--- config.mk ---
export PLATFORM = sky130hd
export DESIGN_NAME = wb_pipe2std_bridge_flat
export DESIGN_NICKNAME = d
export VERILOG_FILES = /design/src/rtl/wb_pipe2std_bridge_if.sv /design/src/rtl/wb_pipe2std_bridge.sv /design/src/flat_wrapper.sv
export SDC_FILE = /design/constraint.sdc
export NUM_CORES = 1
export LEC_CHECK = 0
export ABC_CLOCK_PERIOD_IN_PS = 3500
export CAP_MARGIN = 30
export CORE_MARGIN = 2
export CORE_UTILIZATION = 57
export CTS_BUF_LIST = sky130_fd_sc_hd__clkbuf_4
export DETAILED_ROUTE_END_ITERATION = 10
export GPL_TIMING_DRIVEN = 0
export PLACE_DENSITY = 0.82
export SYNTH_ARGS = -nofsm -noshare
export SYNTH_HDL_FRONTEND = slang
export SYNTH_SLANG_ARGS = --single-unit
--- constraint.sdc ---
create_clock -name clk -period 3.5 [get_ports clk]
set_clock_uncertainty 0.1 [all_clocks]
set_input_delay 1.05 -clock clk [delete_from_list [all_inputs] [get_ports clk]]
set_output_delay 1.05 -clock clk [all_outputs]
set_load 0.05 [all_outputs]
--- src/rtl/wb_pipe2std_bridge_if.sv ---
// Wishbone bus bundle, used for both the pipelined upstream port and the classic downstream port.
// Only the pipelined side carries a stall, so the master modport leaves it out.
interface wb_pipe2std_bridge_if #(
    parameter int unsigned adr_width = 16,
    parameter int unsigned dat_width = 16,
    parameter int unsigned sel_width = dat_width / 8
);
    logic                 cyc;
    logic                 stb;
    logic                 we;
    logic [adr_width-1:0] adr;
    logic [sel_width-1:0] sel;
    logic [dat_width-1:0] dat_m;
    logic [dat_width-1:0] dat_s;
    logic                 ack;
    logic                 err;
    logic                 stall;

    modport master (
        output cyc, stb, we, adr, sel, dat_m,
        input  dat_s, ack, err
    );

    modport slave (
        input  cyc, stb, we, adr, sel, dat_m,
        output dat_s, ack, err, stall
    );
endinterface

--- src/rtl/wb_pipe2std_bridge.sv ---
// Wishbone B4 pipelined-to-classic bridge: queues pipelined requests in an in-order FIFO and
// replays them as classic cycles, returning ack/err in request order.
module wb_pipe2std_bridge #(
    parameter int unsigned adr_width = 16,
    parameter int unsigned dat_width = 16,
    parameter int unsigned sel_width = dat_width / 8,
    parameter int unsigned depth     = 4,
    parameter int unsigned timeout   = 0
) (
    input logic                  clk,
    input logic                  rst,
    wb_pipe2std_bridge_if.slave  s,
    wb_pipe2std_bridge_if.master m
);
    localparam int unsigned PtrW = $clog2(depth);
    localparam int unsigned CntW = PtrW + 1;
    localparam int unsigned EntW = 1 + adr_width + sel_width + dat_width;

    typedef enum logic [0:0] {StIdle, StBus} state_e;

    state_e               state_q, state_d;
    logic [EntW-1:0]      mem_q [depth];
    logic [PtrW-1:0]      wr_ptr_q, wr_ptr_d, rd_ptr_q, rd_ptr_d, rd_ptr_nxt;
    logic [CntW-1:0]      count_q, count_d;
    logic [31:0]          wd_q, wd_d;
    logic                 m_cyc_q, m_cyc_d, m_we_q, m_we_d;
    logic [adr_width-1:0] m_adr_q, m_adr_d;
    logic [sel_width-1:0] m_sel_q, m_sel_d;
    logic [dat_width-1:0] m_dat_q, m_dat_d, dat_s_q, dat_s_d;
    logic                 ack_q, ack_d, err_q, err_d;
    logic                 full, push, pop, load, wd_expire, term;
    logic [EntW-1:0]      load_entry;

    assign full       = (count_q == CntW'(depth));
    assign push       = s.cyc & s.stb & ~full;
    assign rd_ptr_nxt = rd_ptr_q + PtrW'(1);
    assign wd_expire  = (timeout != 0) && (wd_q == timeout);
    assign term       = (state_q == StBus) & (m.ack | m.err | wd_expire);

    // Entry stays at the head while it is on the bus; it is popped on termination.
    always_ff @(posedge clk) begin
        if (push) begin
            mem_q[wr_ptr_q] <= {s.we, s.adr, s.sel, s.dat_m};
        end
    end

    always_comb begin
        state_d    = state_q;
        wr_ptr_d   = wr_ptr_q;
        rd_ptr_d   = rd_ptr_q;
        count_d    = count_q;
        wd_d       = wd_q;
        m_cyc_d    = m_cyc_q;
        m_we_d     = m_we_q;
        m_adr_d    = m_adr_q;
        m_sel_d    = m_sel_q;
        m_dat_d    = m_dat_q;
        dat_s_d    = dat_s_q;
        ack_d      = 1'b0;
        err_d      = 1'b0;
        pop        = 1'b0;
        load       = 1'b0;
        load_entry = mem_q[rd_ptr_q];

        if (!s.cyc) begin
            // Abort: flush everything; in-flight and queued requests get no response.
            state_d  = StIdle;
            wr_ptr_d = '0;
            rd_ptr_d = '0;
            count_d  = '0;
            wd_d     = '0;
            m_cyc_d  = 1'b0;
        end else begin
            unique case (state_q)
                StIdle: begin
                    if (count_q != '0) begin
                        state_d = StBus;
                        load    = 1'b1;
                    end
                end
                StBus: begin
                    if (term) begin
                        pop   = 1'b1;
                        ack_d = m.ack & ~m.err;
                        err_d = m.err | ~m.ack;
                        if (!m_we_q) begin
                            dat_s_d = m.dat_s;
                        end
                        if (count_q > CntW'(1)) begin
                            load       = 1'b1;
                            load_entry = mem_q[rd_ptr_nxt];
                        end else begin
                            state_d = StIdle;
                            m_cyc_d = 1'b0;
                            wd_d    = '0;
                        end
                    end else begin
                        wd_d = wd_q + 32'd1;
                    end
                end
            endcase

            if (push) begin
                wr_ptr_d = wr_ptr_q + PtrW'(1);
            end
            if (pop) begin
                rd_ptr_d = rd_ptr_nxt;
            end
            count_d = count_q + CntW'(push) - CntW'(pop);

            if (load) begin
                {m_we_d, m_adr_d, m_sel_d, m_dat_d} = load_entry;
                m_cyc_d = 1'b1;
                wd_d    = '0;
            end
        end
    end

    always_ff @(posedge clk) begin
        if (rst) begin
            state_q  <= StIdle;
            wr_ptr_q <= '0;
            rd_ptr_q <= '0;
            count_q  <= '0;
            wd_q     <= '0;
            m_cyc_q  <= 1'b0;
            m_we_q   <= 1'b0;
            m_adr_q  <= '0;
            m_sel_q  <= '0;
            m_dat_q  <= '0;
            dat_s_q  <= '0;
            ack_q    <= 1'b0;
            err_q    <= 1'b0;
        end else begin
            state_q  <= state_d;
            wr_ptr_q <= wr_ptr_d;
            rd_ptr_q <= rd_ptr_d;
            count_q  <= count_d;
            wd_q     <= wd_d;
            m_cyc_q  <= m_cyc_d;
            m_we_q   <= m_we_d;
            m_adr_q  <= m_adr_d;
            m_sel_q  <= m_sel_d;
            m_dat_q  <= m_dat_d;
            dat_s_q  <= dat_s_d;
            ack_q    <= ack_d;
            err_q    <= err_d;
        end
    end

    assign s.stall = full;
    assign s.ack   = ack_q & s.cyc;
    assign s.err   = err_q & s.cyc;
    assign s.dat_s = dat_s_q;

    assign m.cyc   = m_cyc_q;
    assign m.stb   = m_cyc_q;
    assign m.we    = m_we_q;
    assign m.adr   = m_adr_q;
    assign m.sel   = m_sel_q;
    assign m.dat_m = m_dat_q;
endmodule

--- src/flat_wrapper.sv ---
// flat-port wrapper written by rule: the top's interface ports become plain ports
module wb_pipe2std_bridge_flat 
#(
    parameter int unsigned adr_width = 16,
    parameter int unsigned dat_width = 16,
    parameter int unsigned sel_width = dat_width / 8,
    parameter int unsigned depth     = 4,
    parameter int unsigned timeout   = 0
)
  (clk, rst, s_cyc, s_stb, s_we, s_adr, s_sel, s_dat_m, s_dat_s, s_ack, s_err, s_stall, m_cyc, m_stb, m_we, m_adr, m_sel, m_dat_m, m_dat_s, m_ack, m_err);
  wb_pipe2std_bridge_if #(.adr_width(adr_width), .dat_width(dat_width), .sel_width(sel_width)) s_i ();
  wb_pipe2std_bridge_if #(.adr_width(adr_width), .dat_width(dat_width), .sel_width(sel_width)) m_i ();
  input logic clk;
  input logic rst;
  input wire logic [$bits(s_i.cyc)-1:0] s_cyc;
  input wire logic [$bits(s_i.stb)-1:0] s_stb;
  input wire logic [$bits(s_i.we)-1:0] s_we;
  input wire logic [$bits(s_i.adr)-1:0] s_adr;
  input wire logic [$bits(s_i.sel)-1:0] s_sel;
  input wire logic [$bits(s_i.dat_m)-1:0] s_dat_m;
  output wire logic [$bits(s_i.dat_s)-1:0] s_dat_s;
  output wire logic [$bits(s_i.ack)-1:0] s_ack;
  output wire logic [$bits(s_i.err)-1:0] s_err;
  output wire logic [$bits(s_i.stall)-1:0] s_stall;
  output wire logic [$bits(m_i.cyc)-1:0] m_cyc;
  output wire logic [$bits(m_i.stb)-1:0] m_stb;
  output wire logic [$bits(m_i.we)-1:0] m_we;
  output wire logic [$bits(m_i.adr)-1:0] m_adr;
  output wire logic [$bits(m_i.sel)-1:0] m_sel;
  output wire logic [$bits(m_i.dat_m)-1:0] m_dat_m;
  input wire logic [$bits(m_i.dat_s)-1:0] m_dat_s;
  input wire logic [$bits(m_i.ack)-1:0] m_ack;
  input wire logic [$bits(m_i.err)-1:0] m_err;
  assign s_i.cyc = s_cyc;
  assign s_i.stb = s_stb;
  assign s_i.we = s_we;
  assign s_i.adr = s_adr;
  assign s_i.sel = s_sel;
  assign s_i.dat_m = s_dat_m;
  assign s_dat_s = s_i.dat_s;
  assign s_ack = s_i.ack;
  assign s_err = s_i.err;
  assign s_stall = s_i.stall;
  assign m_cyc = m_i.cyc;
  assign m_stb = m_i.stb;
  assign m_we = m_i.we;
  assign m_adr = m_i.adr;
  assign m_sel = m_i.sel;
  assign m_dat_m = m_i.dat_m;
  assign m_i.dat_s = m_dat_s;
  assign m_i.ack = m_ack;
  assign m_i.err = m_err;
  wb_pipe2std_bridge #(.adr_width(adr_width), .dat_width(dat_width), .sel_width(sel_width), .depth(depth), .timeout(timeout)) u_core (.clk(clk), .rst(rst), .s(s_i), .m(m_i));
endmodule
==> impl_results.md <==
* Die X-Extent at 128 µm
* Starting density of the core at 0.577
* I/O Buffers at 110
* TritonCTS clock tree: built
* Tmin final at 3320 ps
* Final Setup Violations at 0
* Syn nets at 592
* Worst slew pin tran at 728 ps
* HP Class: reg2reg
* Synthesized instance count at 526
* Fin. Hold Viols at 0
* Area contributors post-synth: edfxtp_1 (48%), mux4_2 (18%), dfxtp_1 (15%)
* Post-route ant nets at 0
* H-Tree Depth at 2
* Clk sinks at 204
* DP Cell Count at 828
* Synthesis-stage register bit count at 204
* Reg2reg path depth at 6
* P&R area growth vs syn at 24.2%
* CP max stage delay at 810 ps
* Routed WL at 18300 µm
* Max-slew violation count at 0
* Clock latency on the worst-skew pair at 670 ps
* Number of distinct library cells after synthesis at 35
* Initial antenna violation count at 1
* Final #Nets at 757
* Fraction of layout cells with a size suffix above 1 at 0.262
* Detailed Route Iter0 Violations at 277
* DR WL/cell at 19.9 µm
* Fin Setup TNS at 0 ps
* Setup Crit Path Kind: in2out
* Die Y at 128 µm
* Leading area contributor after synthesis: edfxtp_1
* Status: finished clean
* LEAKAGE at 3.48 nW
* Slowest cell on crit path: clkdlybuf4s50_1
* Cts bufs inserted at 49
* Achievable clock frequency at 302 MHz
* Multi-input gate area at 2950 µm²
* CP cell instances: buf_2 > and2_1 > clkdlybuf4s50_1
* Worst slew margin at 0.515
* Startpoint types: input pin
* IO Pins at 113
* DIE AREA at 16300 µm²
* Number of global-route vias before repair at 5817
* Tcrit/Tclk final at 0.948
* Data arrival, critical path at 2170 ps
* Total GRT Usage at 0.232
* Synthesis warning total at 0
* Crit path capture type: output pin
* Clock slew at reported path FFs at 70 ps
* Max capacitance violation total at 0
* Root buffer cell: clkbuf_4
* Global-route wire length before repair at 29000 µm
* Yosys top cell area share at 0.483
* Fill count at 975
* Peak VDD IR at 0.321 mV
* Final HPWL DP at 12100 µm
* Mean post-synth cell area at 16.6 µm²
* RD Place Congestion at 0.758
* Layout Cells excl Fill at 919
* Core area at 15100 µm²
* Largest net degree at the start of global routing at 22
* RSZ-0062 raised after global routing: false
* Via count at 5368
* Num rows at 45
* Register area at 5490 µm²
* Drt drc at 0
* Pre-antenna DRT Iters at 4
* Pwr/cell area at 470 nW/µm²
* Grt ovf at 0
* WP data required at 2350 ps
* Post-synthesis sequential area ratio at 0.630
* Critical path fanouts, max at 9
* Via density at 5.84
* Mapped cell area at 8710 µm²
* Hold depth at 2
* CTS Hold Buffers Added at 0
* Longest Clk Path Bufs at 3
-- metal layers --
metal	up-vias	part of all wire	global-route usage
met5	-	0	0
met4	0	0.020	0.100
met3	29	0.062	0.0465
met2	198	0.53	0.403
met1	2710	0.39	0.286
li1	2431	-	-
-- critical path, delay by kind of cell --
family,cells,cell delay (ps)
and+or+nand+nor,1,140
buffers and inverters,2,970
-- stage by stage --
step	hold WS [ps]	setup WS, ps	power (mW)	utilization	instance area (µm²)
6_report	355	184	5.09	0.717	10800
5_1_grt	385	131	5.28	0.717	10800
4_1_cts	358	64.3	5.13	0.717	10800
2_1_floorplan	414	391	2.96	-	8710
3_5_place_dp	350	161	3.15	0.673	10200
3_3_place_gp	342	-556	3.13	0.666	10000
-- final cells by class --
| cell class | instances | share of cell area |
|---|---|---|
| timing repair buffer | 114 | 0.111 |
| antenna | 1 | 0.000231 |
| sequential | 204 | 0.507 |
| clock buffer | 78 | 0.0541 |
| inverter | 8 | 0.00278 |
| multi-input combinational | 276 | 0.273 |
| buffer | 38 | 0.0230 |
| tap | 188 | 0.0217 |
| clock inverter | 12 | 0.00682 |
-- logic make-up (layout without fill, tap and decap cells) --
family,Yosys count,in the layout,share of synthesized area
and+or+nand+nor,101,101,0.0521
adders and majority gates,9,9,0.0138
other,0,1,0
AOI/OAI and AO/OA,56,56,0.0461
DFF,204,204,0.630
buffers and inverters,46,250,0.0320
muxes,106,106,0.222
xor gates and xnor gates,4,4,0.00402
-- report_power, final --
part	total (mW)	switching [mW]	internal, mW	leakage, nW
Combinational	0.435	0.249	0.186	1.29
Sequential	2.67	0.0347	2.63	1.79
Clock	1.99	0.903	1.08	0.395
-- Yosys cell counts --
| master | n |
|---|---|
| edfxtp_1 | 140 |
| mux4_2 | 70 |
| dfxtp_1 | 64 |
| nor2_1 | 47 |
| a211oi_1 | 36 |
| mux2i_1 | 36 |
| nand2_1 | 34 |
| a21oi_1 | 16 |
| clkbuf_1 | 14 |
| buf_2 | 10 |
| buf_4 | 9 |
| ha_1 | 8 |
| inv_1 | 8 |
| and2_1 | 7 |
| buf_12 | 3 |
| xnor2_1 | 3 |
| nor3_1 | 2 |
| nor3b_2 | 2 |
| a21boi_1 | 1 |
| and3_2 | 1 |
| and4b_2 | 1 |
| buf_6 | 1 |
| clkbuf_4 | 1 |
| fa_1 | 1 |
| nand2b_1 | 1 |
| nand2b_2 | 1 |
| nand3b_1 | 1 |
| nor2b_1 | 1 |
| nor3_2 | 1 |
| nor3b_1 | 1 |
| nor4_1 | 1 |
| o211ai_1 | 1 |
| o21ai_2 | 1 |
| o32ai_4 | 1 |
| xor2_1 | 1 |
-- placed cells by master, fill, tap and decap left out, drive strengths merged, types with 11 or more instances in the layout --
cell,n
buf,27
edfxtp,140
mux2i,36
clkdlybuf4s50,109
clkbuf,93
nand2,34
mux4,70
nor2,47
dfxtp,64
clkinv,11
a21oi,16
a211oi,36
-- path summary, 6_finish.rpt --
kind,start,end,slack (ps)
worst max-delay path,s_cyc,s_err,180
worst min-delay path,u_core.s.dat_s[11]$_SDFFE_PP0P_,u_core.s.dat_s[11]$_SDFFE_PP0P_,350
worst max register to register,u_core.count_q[1]$_SDFF_PP0_,u_core.m.adr[2]$_SDFFE_PP0P_,1250
worst min register to register,u_core.s.dat_s[11]$_SDFFE_PP0P_,u_core.s.dat_s[11]$_SDFFE_PP0P_,350
-- what timing repair did --
item                                    4_1_cts  5_1_grt
gates resized for setup                       0        1
endpoints found under the setup margin        0        1
buffers inserted                              0        0
-- registers in the layout (all words and copies together) (netlist names), named ones only --
register,cells
u_core.mem_q,140
u_core.m.adr,16
u_core.m.dat_m,16
u_core.s.dat_s,16
u_core.count_q,3
u_core.m.sel,2
u_core.rd_ptr_q,2
u_core.wr_ptr_q,2
u_core.ack_q,1
u_core.err_q,1
u_core.m.cyc,1
u_core.m.we,1
u_core.state_q,1
No activity file was read; power rests on OpenSTA's default activity.
